<file path="src/rtl/hs_tx_sequencer_pkg.sv">
// Shared types and constants for the D-PHY HS transmit sequencer.
package hs_tx_pkg;

    typedef enum logic [2:0] {
        IDLE, LPX, PREPARE, ZERO, SYNC, DATA, TRAIL, EXIT
    } hs_state_e;

    // LP line levels packed as {lp_dp, lp_dn}
    localparam logic [1:0] LP11 = 2'b11;
    localparam logic [1:0] LP01 = 2'b01;
    localparam logic [1:0] LP00 = 2'b00;

    localparam logic [7:0] SYNC_BYTE_DEF = 8'hB8;

endpackage

</file>
<file path="src/rtl/hs_tx_sequencer_if.sv">
// PPI byte request side plus serializer/LP driver side of one HS lane.
interface hs_tx_sequencer_if;
    logic       TxRequestHS;
    logic [7:0] TxDataHS;
    logic       TxReadyHS;
    logic       Stopstate;
    logic       ser_en;
    logic [7:0] tx_byte_data;
    logic       hs_drv_en;
    logic       lp_dp;
    logic       lp_dn;

    modport master (
        output TxRequestHS, TxDataHS,
        input  TxReadyHS, Stopstate, ser_en, tx_byte_data, hs_drv_en, lp_dp, lp_dn
    );

    modport slave (
        input  TxRequestHS, TxDataHS,
        output TxReadyHS, Stopstate, ser_en, tx_byte_data, hs_drv_en, lp_dp, lp_dn
    );
endinterface

</file>
<file path="src/rtl/hs_tx_sequencer_timer.sv">
// Loadable down-counter; done_o is high while the count sits at zero.
module hs_tx_timer #(
    parameter int TW = 8
) (
    input  logic          clk_i,
    input  logic          rst_ni,
    input  logic          load_i,
    input  logic [TW-1:0] val_i,
    output logic          done_o
);
    logic [TW-1:0] cnt_q, cnt_d;

    always_comb begin
        cnt_d = cnt_q;
        if (load_i)
            cnt_d = val_i;
        else if (cnt_q != '0)
            cnt_d = cnt_q - 1'b1;
    end

    always_ff @(posedge clk_i or negedge rst_ni) begin
        if (!rst_ni) cnt_q <= '0;
        else         cnt_q <= cnt_d;
    end

    assign done_o = (cnt_q == '0);
endmodule

</file>
<file path="src/rtl/hs_tx_sequencer.sv">
// Per-lane HS burst sequencer: LP-11 -> LP-01 -> LP-00 -> HS-zero -> sync -> payload -> trail -> LP-11.
module hs_tx_sequencer
    import hs_tx_pkg::*;
#(
    parameter int         T_LPX        = 4,
    parameter int         T_HS_PREPARE = 3,
    parameter int         T_HS_ZERO    = 6,
    parameter int         T_HS_TRAIL   = 4,
    parameter int         T_HS_EXIT    = 5,
    parameter logic [7:0] SYNC_BYTE    = SYNC_BYTE_DEF,
    parameter int         TW           = 8
) (
    input  logic             Byte_clk,
    input  logic             Tx_rst_n,
    hs_tx_sequencer_if.slave bus
);
    hs_state_e     state_q, state_d;
    logic          tmr_load, tmr_done;
    logic [TW-1:0] tmr_val;
    logic          accept;

    logic [1:0] lp_q, lp_d;
    logic       stop_q, stop_d, ser_q, ser_d, hs_q, hs_d, rdy_q, rdy_d;
    logic [7:0] byte_q, byte_d;
    logic       last_bit_q, last_bit_d;

    assign accept = (state_q == DATA) && bus.TxRequestHS;

    hs_tx_timer #(.TW(TW)) u_timer (
        .clk_i  (Byte_clk),
        .rst_ni (Tx_rst_n),
        .load_i (tmr_load),
        .val_i  (tmr_val),
        .done_o (tmr_done)
    );

    always_comb begin
        state_d = state_q;
        unique case (state_q)
            IDLE:    if (bus.TxRequestHS) state_d = LPX;
            LPX:     if (tmr_done) state_d = PREPARE;
            PREPARE: if (tmr_done) state_d = ZERO;
            ZERO:    if (tmr_done) state_d = SYNC;
            SYNC:    state_d = bus.TxRequestHS ? DATA : TRAIL;
            DATA:    if (!bus.TxRequestHS) state_d = TRAIL;
            TRAIL:   if (tmr_done) state_d = EXIT;
            EXIT:    if (tmr_done) state_d = IDLE;
            default: state_d = IDLE;
        endcase

        // The timer is loaded on the edge that enters a timed state
        tmr_load = (state_d != state_q);
        unique case (state_d)
            LPX:     tmr_val = TW'(T_LPX - 1);
            PREPARE: tmr_val = TW'(T_HS_PREPARE - 1);
            ZERO:    tmr_val = TW'(T_HS_ZERO - 1);
            TRAIL:   tmr_val = TW'(T_HS_TRAIL - 1);
            EXIT:    tmr_val = TW'(T_HS_EXIT - 1);
            default: tmr_val = '0;
        endcase
    end

    // Outputs are decoded from the next state so they flip on the entering edge
    always_comb begin
        lp_d   = (state_d == LPX) ? LP01 : (state_d inside {IDLE, EXIT}) ? LP11 : LP00;
        hs_d   = state_d inside {PREPARE, ZERO, SYNC, DATA, TRAIL};
        ser_d  = state_d inside {ZERO, SYNC, DATA, TRAIL};
        stop_d = (state_d == IDLE);
        rdy_d  = (state_d == DATA);

        last_bit_d = last_bit_q;
        if (state_d == SYNC && state_q != SYNC)
            last_bit_d = SYNC_BYTE[7];
        else if (accept)
            last_bit_d = bus.TxDataHS[7];

        byte_d = 8'h00;
        if (accept)
            byte_d = bus.TxDataHS;
        else if (state_d == SYNC)
            byte_d = SYNC_BYTE;
        else if (state_d == TRAIL)
            byte_d = {8{~last_bit_q}};
    end

    always_ff @(posedge Byte_clk or negedge Tx_rst_n) begin
        if (!Tx_rst_n) begin
            state_q    <= IDLE;
            lp_q       <= LP11;
            stop_q     <= 1'b1;
            ser_q      <= 1'b0;
            hs_q       <= 1'b0;
            rdy_q      <= 1'b0;
            byte_q     <= 8'h00;
            last_bit_q <= SYNC_BYTE[7];
        end else begin
            state_q    <= state_d;
            lp_q       <= lp_d;
            stop_q     <= stop_d;
            ser_q      <= ser_d;
            hs_q       <= hs_d;
            rdy_q      <= rdy_d;
            byte_q     <= byte_d;
            last_bit_q <= last_bit_d;
        end
    end

    assign bus.lp_dp        = lp_q[1];
    assign bus.lp_dn        = lp_q[0];
    assign bus.Stopstate    = stop_q;
    assign bus.ser_en       = ser_q;
    assign bus.hs_drv_en    = hs_q;
    assign bus.TxReadyHS    = rdy_q;
    assign bus.tx_byte_data = byte_q;
endmodule

</file>
<file path="src/flat_wrapper.sv">
// flat-port wrapper written by rule: the top's interface ports become plain ports
module hs_tx_sequencer_flat import hs_tx_pkg::*;
#(
    parameter int         T_LPX        = 4,
    parameter int         T_HS_PREPARE = 3,
    parameter int         T_HS_ZERO    = 6,
    parameter int         T_HS_TRAIL   = 4,
    parameter int         T_HS_EXIT    = 5,
    parameter logic [7:0] SYNC_BYTE    = SYNC_BYTE_DEF,
    parameter int         TW           = 8
)
  (Byte_clk, Tx_rst_n, bus_TxRequestHS, bus_TxDataHS, bus_TxReadyHS, bus_Stopstate, bus_ser_en, bus_tx_byte_data, bus_hs_drv_en, bus_lp_dp, bus_lp_dn);
  hs_tx_sequencer_if bus_i ();
  input  logic Byte_clk;
  input  logic Tx_rst_n;
  input wire logic [$bits(bus_i.TxRequestHS)-1:0] bus_TxRequestHS;
  input wire logic [$bits(bus_i.TxDataHS)-1:0] bus_TxDataHS;
  output wire logic [$bits(bus_i.TxReadyHS)-1:0] bus_TxReadyHS;
  output wire logic [$bits(bus_i.Stopstate)-1:0] bus_Stopstate;
  output wire logic [$bits(bus_i.ser_en)-1:0] bus_ser_en;
  output wire logic [$bits(bus_i.tx_byte_data)-1:0] bus_tx_byte_data;
  output wire logic [$bits(bus_i.hs_drv_en)-1:0] bus_hs_drv_en;
  output wire logic [$bits(bus_i.lp_dp)-1:0] bus_lp_dp;
  output wire logic [$bits(bus_i.lp_dn)-1:0] bus_lp_dn;
  assign bus_i.TxRequestHS = bus_TxRequestHS;
  assign bus_i.TxDataHS = bus_TxDataHS;
  assign bus_TxReadyHS = bus_i.TxReadyHS;
  assign bus_Stopstate = bus_i.Stopstate;
  assign bus_ser_en = bus_i.ser_en;
  assign bus_tx_byte_data = bus_i.tx_byte_data;
  assign bus_hs_drv_en = bus_i.hs_drv_en;
  assign bus_lp_dp = bus_i.lp_dp;
  assign bus_lp_dn = bus_i.lp_dn;
  hs_tx_sequencer #(.T_LPX(T_LPX), .T_HS_PREPARE(T_HS_PREPARE), .T_HS_ZERO(T_HS_ZERO), .T_HS_TRAIL(T_HS_TRAIL), .T_HS_EXIT(T_HS_EXIT), .SYNC_BYTE(SYNC_BYTE), .TW(TW)) u_core (.Byte_clk(Byte_clk), .Tx_rst_n(Tx_rst_n), .bus(bus_i));
endmodule
</file>
<file path="config.mk">
export PLATFORM = sky130hd
export DESIGN_NAME = hs_tx_sequencer_flat
export DESIGN_NICKNAME = d
export VERILOG_FILES = /design/src/rtl/hs_tx_sequencer_pkg.sv /design/src/rtl/hs_tx_sequencer_if.sv /design/src/rtl/hs_tx_sequencer_timer.sv /design/src/rtl/hs_tx_sequencer.sv /design/src/flat_wrapper.sv
export SDC_FILE = /design/constraint.sdc
export NUM_CORES = 1
export LEC_CHECK = 0
export CAP_MARGIN = 15
export CORE_ASPECT_RATIO = 2
export CORE_MARGIN = 10
export CORE_UTILIZATION = 50
export DETAILED_ROUTE_END_ITERATION = 8
export GPL_ROUTABILITY_DRIVEN = 0
export PLACE_DENSITY = 0.77
export SLEW_MARGIN = 20
export SYNTH_ARGS = -nofsm -noshare
export SYNTH_HDL_FRONTEND = slang
export SYNTH_SLANG_ARGS = --single-unit
</file>
<file path="constraint.sdc">
create_clock -name Byte_clk -period 2.6 [get_ports Byte_clk]
set_clock_uncertainty 0.15 [all_clocks]
set_input_delay 0.52 -clock Byte_clk [delete_from_list [all_inputs] [get_ports Byte_clk]]
set_output_delay 0.52 -clock Byte_clk [all_outputs]
set_load 0.02 [all_outputs]
</file>
======== Word-level counts from Yosys, hierarchy flattened ========
Cells that the tools add are included.
word-level totals
  output and inout bits ................... 14
  RAM bits ................................ 0
  memories ................................ 0
  input port bits ......................... 11
  register bits after elaboration ......... 26
  memory bits (read-only) ................. 0
  word-level logic and storage cells ...... 58
  bits in latches ......................... 0
operators by class
  eq/ne operators ......................... 16
  multipliers ............................. 0
  multiplexer cells ....................... 19
  $lt $le $gt $ge ......................... 0
  $add $sub $neg .......................... 1
  bitwise logic cells ..................... 1
  shift-type cells ........................ 0
  div/mod/pow operators ................... 0
  reductions and logical operators ........ 12
operator list
  cell                                                                 number
  8-bit two-way mux                                                    5
  3-bit == test (second input constant)                                8
  3-bit one-hot mux with 8 select lines                                1
  3-bit two-way mux                                                    7
  3-bit by 2-bit == test with 1-bit output (second input constant)     4
  3-bit one-hot mux with 4 select lines                                1
  8-bit zero test                                                      1
  8-bit nonzero test                                                   1
  8-bit by 1-bit subtractor with 8-bit output (second input constant)  1
  3-bit by 1-bit == test with 1-bit output (second input constant)     2
  3-bit zero test                                                      2
  2-bit two-way mux                                                    3
  2-bit nonzero test                                                   3
  5-bit nonzero test                                                   1
  4-bit nonzero test                                                   1
  3-bit != test                                                        1
  3-bit != test (second input constant)                                1
  1-bit logical AND                                                    2
  1-bit two-way mux                                                    2
  2-bit OR reduction                                                   1
  1-bit NOT                                                            1

======== Depth between registers and ports, before layout ========
Gate-level depths: netlist of run 1.
  depth in word-level cells ............... 7
  depth in mapped cells ................... 6
  depth with buffers taken out ............ 6

======== By module ========
A second synthesis of run 1 with hierarchy kept.
unflattened totals
  cell total of the unflattened synthesis .. 135
  area, all modules ....................... 1275.0 µm²
modules (own cells, without submodules)
  module           cells an instance  times used  area an instance (µm²)  seq. area each (µm²)
  hs_tx_sequencer  81                 1           798.3                   455.4
  hs_tx_timer      54                 1           476.7                   200.2

======== Worst setup path after synthesis of run 1 ========
Ideal clock, no wire load.
  path kind ............................... register to register
  from .................................... register u_core.u_timer.cnt_q[0]
  to ...................................... register u_core.u_timer.cnt_q[0]
  clock period less this slack ............ 2068 ps
  setup time .............................. 134 ps
  arrival ................................. 1784 ps
  cell stages (with the launch flop) ...... 7
  required time ........................... 2316 ps
  slack ................................... 532 ps
  path buffers ............................ 0
  cell sequence ........................... dfrtp_1 > inv_1 > ha_1 > or3b_2 > o311a_1 > a41oi_1 > o211ai_1
on the way
  cells in the longest elaborated chain, start to end .. 7
  elaborated cells between the ends (all ways) .. 20
  classes of those cells .................. add/sub (1); eq/ne (6); mux (9); reduce/logical (4)
RTL lines
  item                                                                       RTL line                     RTL
  start, declared                                                            hs_tx_sequencer_timer.sv:11  logic [TW-1:0] cnt_q, cnt_d;
  start signal, assigned                                                     hs_tx_sequencer_timer.sv:23  else cnt_q <= cnt_d;
  8-bit zero test                                                            hs_tx_sequencer_timer.sv:26  assign done_o = (cnt_q == '0);
  3-bit two-way mux, on equally long branches                                n/a
  3-bit one-hot mux with 8 select lines                                      hs_tx_sequencer.sv:39        unique case (state_q)
  3-bit == test or 3-bit by 1-bit == test with 1-bit output (tied branches)  hs_tx_sequencer.sv:53        unique case (state_d)
  2-bit OR reduction (no source line)                                        n/a
  3-bit one-hot mux with 4 select lines                                      hs_tx_sequencer.sv:53
  8-bit two-way mux                                                          hs_tx_sequencer_timer.sv:15  if (load_i)
Parallel ways exist; a longest one is shown, timed or not. The select of a mux whose other input is x is not followed.
A chain may end at the register's enable or synchronous reset.

======== Worst setup path in the final report of run 1 ========
  from .................................... register u_core.u_timer.cnt_q[0]
  to ...................................... register u_core.u_timer.cnt_q[2]
The elaborated chain is that of the path after synthesis.

==> results.yml, run 1 <==
drt:
  via_count: 1099
  drc: 0
  drt-pass1-iter-count: 5
  drtIter0Drc: 42
  wirelength_mm: 3.06
  post_drt_wl_per_cell_um: 16.9
  drtAntennaViolNets: 0
  drt-vias-per-instance: 6.07
cells_and_area:
  diodes: 0
  final_cell_mix: "clkdlybuf4s50_1, dfrtp_1, nand2_1"
  finalNonFillerCells: 181
  synthToLayoutAreaGrowth_pct: 24.4
  nets: 166
  drive_above_1_share_pct: 13.1
  layout_commonest_cell: "clkdlybuf4s50_1"
placement:
  place_inst: 177
  dpl.hpwl_mm: 2.35
  port_buffers: 24
  pre_cts_slack_ns: 0.310
grt:
  grt_max_degree: 27
  grt_pass1_vias: 1138
  grtUsageTotal_pct: 12.3
  antenna_found_initial: 0
  grt_pass1_wl_mm: 5.40
  grt_overflow: 0
synthesis:
  synth_top_family_by_area: "simple AND/OR/NAND/NOR gates"
  synth_top_area_share_pct: 42.1
  syn_area_mm2: 0.00131
  synth.avg_cell_area_um2: 10.3
  synth-xor-area-share_pct: 2.68
  synthCells: 127
  synth_fa_ha_area_share_pct: 0.956
  synth_compound_area_share_pct: 16.3
  async_reset_ff_share_pct: 100
  netlist_top_cells_area: "dfrtp_1, dfstp_2, nand2_1, nor4_4, nor2_1"
  ys_ff_latch: 26
  synth_ff_type: "dfrtp_1"
  synth_mux_area_share_pct: 2.29
  synth_edf_count: 0
  yosysSeqAreaShare_pct: 50.1
  synth_fp_nets: 139
  synth-simple-area-share_pct: 24.7
  synth_warnings: 0
  yosysTopAreaCell: "dfrtp_1"
  synth_cell_types: 45
worst_setup_path:
  required_ns: 2.58
  end_kind: "flop"
  cp_slowest_cell: "dfrtp_1"
  path_class: "flop to flop"
  max_stage_delay_ns: 0.44
  worstPathArrival_ns: 2.28
  critPathLaunchType: "flop"
  crit_chain: "inv_1, ha_1, nor3b_2, nand2_1, o22ai_1, o32ai_1"
  path_max_fanout: 6
die:
  design.core.area_mm2: 0.00254
  start_util_pct: 51.6
  placementRows: 26
  io_pins: 25
  die_w_um: 56.2
  dieArea_mm2: 0.00519
  die_h_um: 92.4
cts:
  ctsHoldBuffers: 0
  clkSinkCount: 26
  cts-htree-levels: 1
  clock_path_buffers: 2
  clk_latency_ns: 0.27
  cts-root-buf: "clkbuf_8"
  post_cts_resized: 0
  cts_tree: "done"
  numCtsBuffers: 3
  postCtsSetupBuffers: 0
  cts.clk_slew.worst_paths_ns: 0.08
timing:
  period_needed_ns: 2.30
  rsz0062_at_grt: "false"
  slew_headroom_pct: 66.1
  finalSetupViolations: 0
  tns_ns: 0
  hold_slack_ns: 0.376
  fmax_mhz: 435
  maxSlewViolCount: 0
  hold_viol: 0
  period_share_pct: 88.5
  worst_pin_slew_ns: 0.495
  layout_setup_ws_ns: 0.299
pwr:
  ir_drop_uv: 615
  power_leakage_nw: 0.724
  power_density_mw_per_mm2: 1250
job:
  maxCapViolations: 0
outcome:
  status: "finished, final reports clean"
hold_path:
  hold_path_class: "flop to flop"
==> final timing paths <==
kind                                         startpoint                 endpoint  slack, ns  cells past startpoint
worst max-delay path            u_core.u_timer.cnt_q[0]  u_core.u_timer.cnt_q[2]       0.30                      6
worst min-delay path                  u_core.last_bit_q        u_core.last_bit_q       0.38                      2
worst max register to register  u_core.u_timer.cnt_q[0]  u_core.u_timer.cnt_q[2]       0.30                      6
worst min register to register        u_core.last_bit_q        u_core.last_bit_q       0.38                      2
max in group asynchronous                      Tx_rst_n        u_core.last_bit_q       1.54                      2
min in group asynchronous                      Tx_rst_n     u_core.bus.TxReadyHS       0.47                      2
==> critical path, delay by kind of cell, from the launching register on <==
| family | cells | cell delay [ns] |
|---|---|---|
| simple gates | 2 | 0.59 |
| buf+inv | 1 | 0.13 |
| compound gates | 2 | 0.62 |
| fa+ha+maj | 1 | 0.23 |
| flops | 1 | 0.44 |
==> cells by family (layout without fill, tap and decap cells) <==
kind of cell / Yosys count / in the layout
buffers and inverters: 9 / 35
and+or+nand+nor: 55 / 55
xor gates and xnor gates: 4 / 4
DFF: 26 / 26
muxes: 3 / 3
adders and majority gates: 1 / 1
AOI/OAI and AO/OA: 29 / 29
==> state kept, by name, indices dropped and copies added (netlist names) <==
name                     flops
u_core.state_q               3
u_core.lp_q                  2
u_core.bus.TxReadyHS         1
u_core.bus.hs_drv_en         1
u_core.bus.ser_en            1
u_core.u_timer.cnt_q         8
u_core.bus.tx_byte_data      8
u_core.last_bit_q            1
u_core.bus.Stopstate         1
==> cell usage after synthesis, types with 2 or more instances <==
| library cell | instances |
|---|---|
| a21o_1 | 4 |
| a21oi_1 | 7 |
| buf_2 | 4 |
| dfrtp_1 | 22 |
| dfstp_2 | 4 |
| inv_1 | 4 |
| mux2i_1 | 3 |
| nand2_1 | 15 |
| nand2b_1 | 4 |
| nand3_1 | 2 |
| nor2_1 | 11 |
| nor2b_1 | 3 |
| nor3_1 | 7 |
| nor4_4 | 2 |
| o211ai_1 | 2 |
| o31ai_1 | 2 |
| xnor2_1 | 3 |
==> power breakdown <==
| part | internal, W | total (W) | switching (W) |
|---|---|---|---|
| registers | 0.000586 | 0.000784 | 0.000198 |
| logic | 0.000480 | 0.00103 | 0.000546 |
| clock network | 0.000109 | 0.000225 | 0.000116 |
==> layer usage <==
layer / GRT usage [%] / up-vias / routed length (um)
li1: - / 504 / -
met1: 12.3 / 541 / 1130
met2: 23.1 / 43 / 1650
met3: 3.01 / 11 / 168
met4: 5.04 / 0 / 110
met5: 0 / - / 0
==> layout make-up <==
cell class,count,area (um^2)
repair buffers,27,263
flip-flops and latches,26,656
inverters,4,15.0
clock buffers,4,45.0
well taps,28,35.0
fillers,225,910
multi-input cells,92,614
==> per-stage QoR <==
step	area (um^2)	utilization (%)	total power, W
after floorplan	1310	-	0.00147
final	1630	64.2	0.00204
after global routing	1630	64.2	0.00220
after detailed placement	1580	62.4	0.00182
after CTS	1630	64.2	0.00205
after global placement	1580	62.4	0.00177
Note: power is estimated with default switching activity, not from simulation.
==> run 2: changes to the inputs <==
Settings changed: CORE_UTILIZATION 50 to 40, PLACE_DENSITY 0.77 to default.
==> run 2 against run 1 <==
Clock power rose by 16%. Maximum frequency is 0.32% higher. Critical path depth is the same. Setup slack improved by 0.0073 ns. Via count down 0.36%. Wire length grew 10%. Critical endpoint is now u_core.u_timer.cnt_q[0]. Largest power group unchanged. Highest routed layer unchanged.
==> results.yml, run 2 (same netlist as run 1, synthesis figures left out) <==
job:
  maxCapViolations: 0
drt:
  drt-pass1-iter-count: 4
  drtAntennaViolNets: 0
  wirelength_mm: 3.38
  drt-vias-per-instance: 5.95
  post_drt_wl_per_cell_um: 18.4
  drc: 0
  via_count: 1095
  drtIter0Drc: 27
worst_setup_path:
  crit_chain: "inv_1, ha_1, or3b_2, o311a_1, a41oi_1, o211ai_1"
  path_max_fanout: 5
  required_ns: 2.58
  end_kind: "flop"
  max_stage_delay_ns: 0.56
  cp_slowest_cell: "or3b_2"
  path_class: "flop to flop"
  critPathLaunchType: "flop"
  worstPathArrival_ns: 2.28
pwr:
  pwr-share-clk_pct: 12.4
  seq_power_share_pct: 37.5
  power_density_mw_per_mm2: 1280
  p_int_w: 0.00121
  switchingPower_w: 0.000895
  combinationalPowerShare_pct: 50.2
  ir_drop_uv: 580
  switching_share_pct: 42.6
  power_leakage_nw: 0.730
timing:
  slew_headroom_pct: 63.6
  hold_viol: 0
  fmax_mhz: 436
  worst_pin_slew_ns: 0.545
  rsz0062_at_grt: "false"
  period_share_pct: 88.2
  finalSetupViolations: 0
  maxSlewViolCount: 0
  period_needed_ns: 2.29
  tns_ns: 0
  layout_setup_ws_ns: 0.306
cts:
  clk_latency_ns: 0.27
  post_cts_resized: 0
  numCtsBuffers: 3
  clkSinkCount: 26
  cts-htree-levels: 1
  cts-root-buf: "clkbuf_8"
  postCtsSetupBuffers: 0
  cts.clk_slew.worst_paths_ns: 0.08
  cts_tree: "done"
  ctsHoldBuffers: 0
  clock_path_buffers: 2
placement:
  dpl.hpwl_mm: 2.60
  pre_cts_slack_ns: 0.348
  port_buffers: 24
  place_inst: 180
hold_path:
  hold_path_class: "flop to flop"
cells_and_area:
  diodes: 0
  finalNonFillerCells: 184
  drive_above_1_share_pct: 13.7
  synthToLayoutAreaGrowth_pct: 25.4
  layout_commonest_cell: "clkdlybuf4s50_1"
  utilization_pct: 52.0
  nets: 166
  final_cell_mix: "clkdlybuf4s50_1, dfrtp_1, nand2_1"
grt:
  grt_pass1_vias: 1109
  antenna_found_initial: 0
  grtUsageTotal_pct: 11.7
  grt_overflow: 0
  grt_pass1_wl_mm: 5.51
  grt_max_degree: 27
die:
  design.core.area_mm2: 0.00316
  start_util_pct: 41.5
  placementRows: 29
  dieArea_mm2: 0.00610
  die_h_um: 101
  io_pins: 25
  die_w_um: 60.4
outcome:
  status: "finished, final reports clean"
==> run 2: worst paths after layout <==
check	startpoint	endpoint	slack, ns	cells after the start
setup / recovery	u_core.u_timer.cnt_q[0]	u_core.u_timer.cnt_q[0]	0.31	6
hold / removal	u_core.last_bit_q	u_core.last_bit_q	0.37	2
setup reg to reg	u_core.u_timer.cnt_q[0]	u_core.u_timer.cnt_q[0]	0.31	6
hold reg to reg	u_core.last_bit_q	u_core.last_bit_q	0.37	2
max in group asynchronous	Tx_rst_n	u_core.last_bit_q	1.54	2
min in group asynchronous	Tx_rst_n	u_core.u_timer.cnt_q[1]	0.46	2
==> run 2: stage by stage <==
stage | instance area (um^2) | hold WS, ns | total power, W
floorplan | 1310 | 0.0744 | 0.00147
global placement | 1590 | 0.343 | 0.00181
detailed placement | 1590 | 0.355 | 0.00184
CTS | 1640 | 0.366 | 0.00210
global route | 1640 | 0.382 | 0.00224
finish | 1640 | 0.369 | 0.00210
==> run 2: worst max-delay path: cells and delay by family (launching register included) <==
family,cells,cell delay [ns]
flops,1,0.43
buf+inv,1,0.11
fa+ha+maj,1,0.24
compound gates,3,0.67
simple gates,1,0.56
==> run 2: cell type report <==
cell class	instances	area (um^2)
fillers	291	1520
clock buffers	4	55.1
multi-input cells	92	614
repair buffers	27	263
flip-flops and latches	26	656
inverters	4	15.0
well taps	31	38.8
==> run 2: routing by layer <==
| layer | part of all wire [%] | GRT usage, % | up-vias |
|---|---|---|---|
| met5 | 0 | 0 | - |
| met4 | 3.1 | 5.43 | 0 |
| met3 | 5.2 | 2.78 | 9 |
| met2 | 58 | 22.1 | 28 |
| met1 | 34 | 10.8 | 551 |
| li1 | - | - | 507 |
==> run 2: power by group through the flow <==
stage | combinational (W) | clock (W) | sequential [W]
final | 0.00105 | 0.000260 | 0.000787
after CTS | 0.00106 | 0.000268 | 0.000781
after global placement | 0.00103 | 0 | 0.000781
after floorplan | 0.000673 | 0 | 0.000799
after global routing | 0.00115 | 0.000284 | 0.000806
after detailed placement | 0.00105 | 0 | 0.000788
==> run 3: changes to the inputs <==
Settings changed: CTS_BUF_LIST from default to sky130_fd_sc_hd__clkbuf_8, GPL_TIMING_DRIVEN from default to 0.
==> run 3 against run 2 <==
Global-route usage down 0.83 points. Sequential power down 9.4%. Via count down 1.5%. Critical path type unchanged.
==> results.yml, run 3 (same netlist as run 1, synthesis figures left out) <==
die:
  placementRows: 29
  die_h_um: 101
  design.core.area_mm2: 0.00316
  start_util_pct: 41.5
  dieArea_mm2: 0.00610
  die_w_um: 60.4
  io_pins: 25
drt:
  drtIter0Drc: 29
  post_drt_wl_per_cell_um: 17.3
  drt-pass1-iter-count: 4
  drt-vias-per-instance: 5.80
  wirelength_mm: 3.22
  drtAntennaViolNets: 0
  via_count: 1079
  drc: 0
cts:
  numCtsBuffers: 3
  clock_path_buffers: 2
  cts-root-buf: "clkbuf_8"
  ctsHoldBuffers: 0
  post_cts_resized: 0
  cts-htree-levels: 1
  cts_tree: "done"
  clkSinkCount: 26
  cts.clk_slew.worst_paths_ns: 0.09
  clk_latency_ns: 0.27
  postCtsSetupBuffers: 0
cells_and_area:
  final_cell_mix: "clkdlybuf4s50_1, dfrtp_1, nand2_1"
  drive_above_1_share_pct: 15.5
  nets: 168
  fillCellCount: 283
  multi_input_area_um2: 621
  layout_commonest_cell: "clkdlybuf4s50_1"
  synthToLayoutAreaGrowth_pct: 25.6
  post-route-cell-area_mm2: 0.00164
  diodes: 0
  regArea_um2: 656
timing:
  period_share_pct: 89.4
  worst_pin_slew_ns: 0.909
  hold_viol: 0
  fmax_mhz: 430
  period_needed_ns: 2.33
  hold_slack_ns: 0.0882
  finalSetupViolations: 0
  maxSlewViolCount: 0
  slew_headroom_pct: 38.9
  tns_ns: 0
  rsz0062_at_grt: "false"
worst_setup_path:
  path_class: "flop to flop"
  critPathLaunchType: "flop"
  path_max_fanout: 5
  end_kind: "flop"
  required_ns: 2.60
  worstPathArrival_ns: 2.33
pwr:
  switching_share_pct: 42.0
  power_leakage_nw: 0.731
  ir_drop_uv: 683
  pwr-share-clk_pct: 12.6
  combinationalPowerShare_pct: 53.5
  p_int_w: 0.00122
  switchingPower_w: 0.000881
  p_total_w: 0.00210
  power_density_mw_per_mm2: 1280
  seq_power_share_pct: 34.0
grt:
  grt.met3_usage_pct: 2.40
  grt_pass1_vias: 1084
  top_usage_layer: "met2"
  grt_overflow: 0
  antenna_found_initial: 0
  grtUsageTotal_pct: 10.8
  grt_use_met1_pct: 10.2
  met2_usage_pct: 20.4
  grt_pass1_wl_mm: 5.15
  grt_max_degree: 27
hold_path:
  hold_path_class: "input pin to async pin"
placement:
  dpl.hpwl_mm: 2.42
  port_buffers: 24
  place_area_mm2: 0.00158
job:
  maxCapViolations: 0
outcome:
  status: "finished, final reports clean"
[run 3: metrics by stage]
step,std cells,utilization (%),worst slack [ns]
6_report,186,52.1,0.275
5_1_grt,186,52.1,0.0967
4_1_cts,186,51.9,0.186
3_5_place_dp,182,50.1,0.0305
3_3_place_gp,182,50.3,0.0754
2_1_floorplan,127,-,0.532
[run 3: final cells by class]
class	instances	share of cell area [%]
timing repair buffer	24	14.3
inverter	4	0.913
tap	31	2.36
multi-input combinational	92	37.7
clock buffer	4	3.35
sequential	26	39.9
buffer	5	1.45
[run 3: worst max-delay path, stage by stage (launching register included)]
cell	delay [ns]
dfrtp_1	0.46
inv_1	0.15
ha_1	0.24
or3b_2	0.55
o311a_1	0.36
a41oi_1	0.17
o211ai_1	0.12
[run 3: final timing paths]
| check | cells past startpoint | slack [ns] | start | to |
|---|---|---|---|---|
| hold reg to reg | 2 | 0.37 | u_core.last_bit_q | u_core.last_bit_q |
| hold / removal | 1 | 0.09 | Tx_rst_n | u_core.bus.hs_drv_en |
| min in group Byte_clk | 2 | 0.37 | u_core.last_bit_q | u_core.last_bit_q |
| setup reg to reg | 6 | 0.27 | u_core.u_timer.cnt_q[0] | u_core.u_timer.cnt_q[0] |
| max in group asynchronous | 1 | 1.83 | Tx_rst_n | u_core.u_timer.cnt_q[7] |
| setup / recovery | 6 | 0.27 | u_core.u_timer.cnt_q[0] | u_core.u_timer.cnt_q[0] |
[run 3: power by group through the flow]
| stage | Sequential, W | Combinational (W) | Clock (W) |
|---|---|---|---|
| 2_1_floorplan | 0.000799 | 0.000673 | 0 |
| 3_3_place_gp | 0.000717 | 0.00109 | 0 |
| 3_5_place_dp | 0.000719 | 0.00111 | 0 |
| 4_1_cts | 0.000711 | 0.00112 | 0.000267 |
| 5_1_grt | 0.000734 | 0.00123 | 0.000282 |
| 6_report | 0.000713 | 0.00112 | 0.000264 |
[run 3: metal layers]
| layer | vias up | part of all wire, % |
|---|---|---|
| met5 | - | 0 |
| met4 | 0 | 2.9 |
| met3 | 9 | 6.3 |
| met2 | 44 | 56 |
| met1 | 514 | 35 |
| li1 | 512 | - |
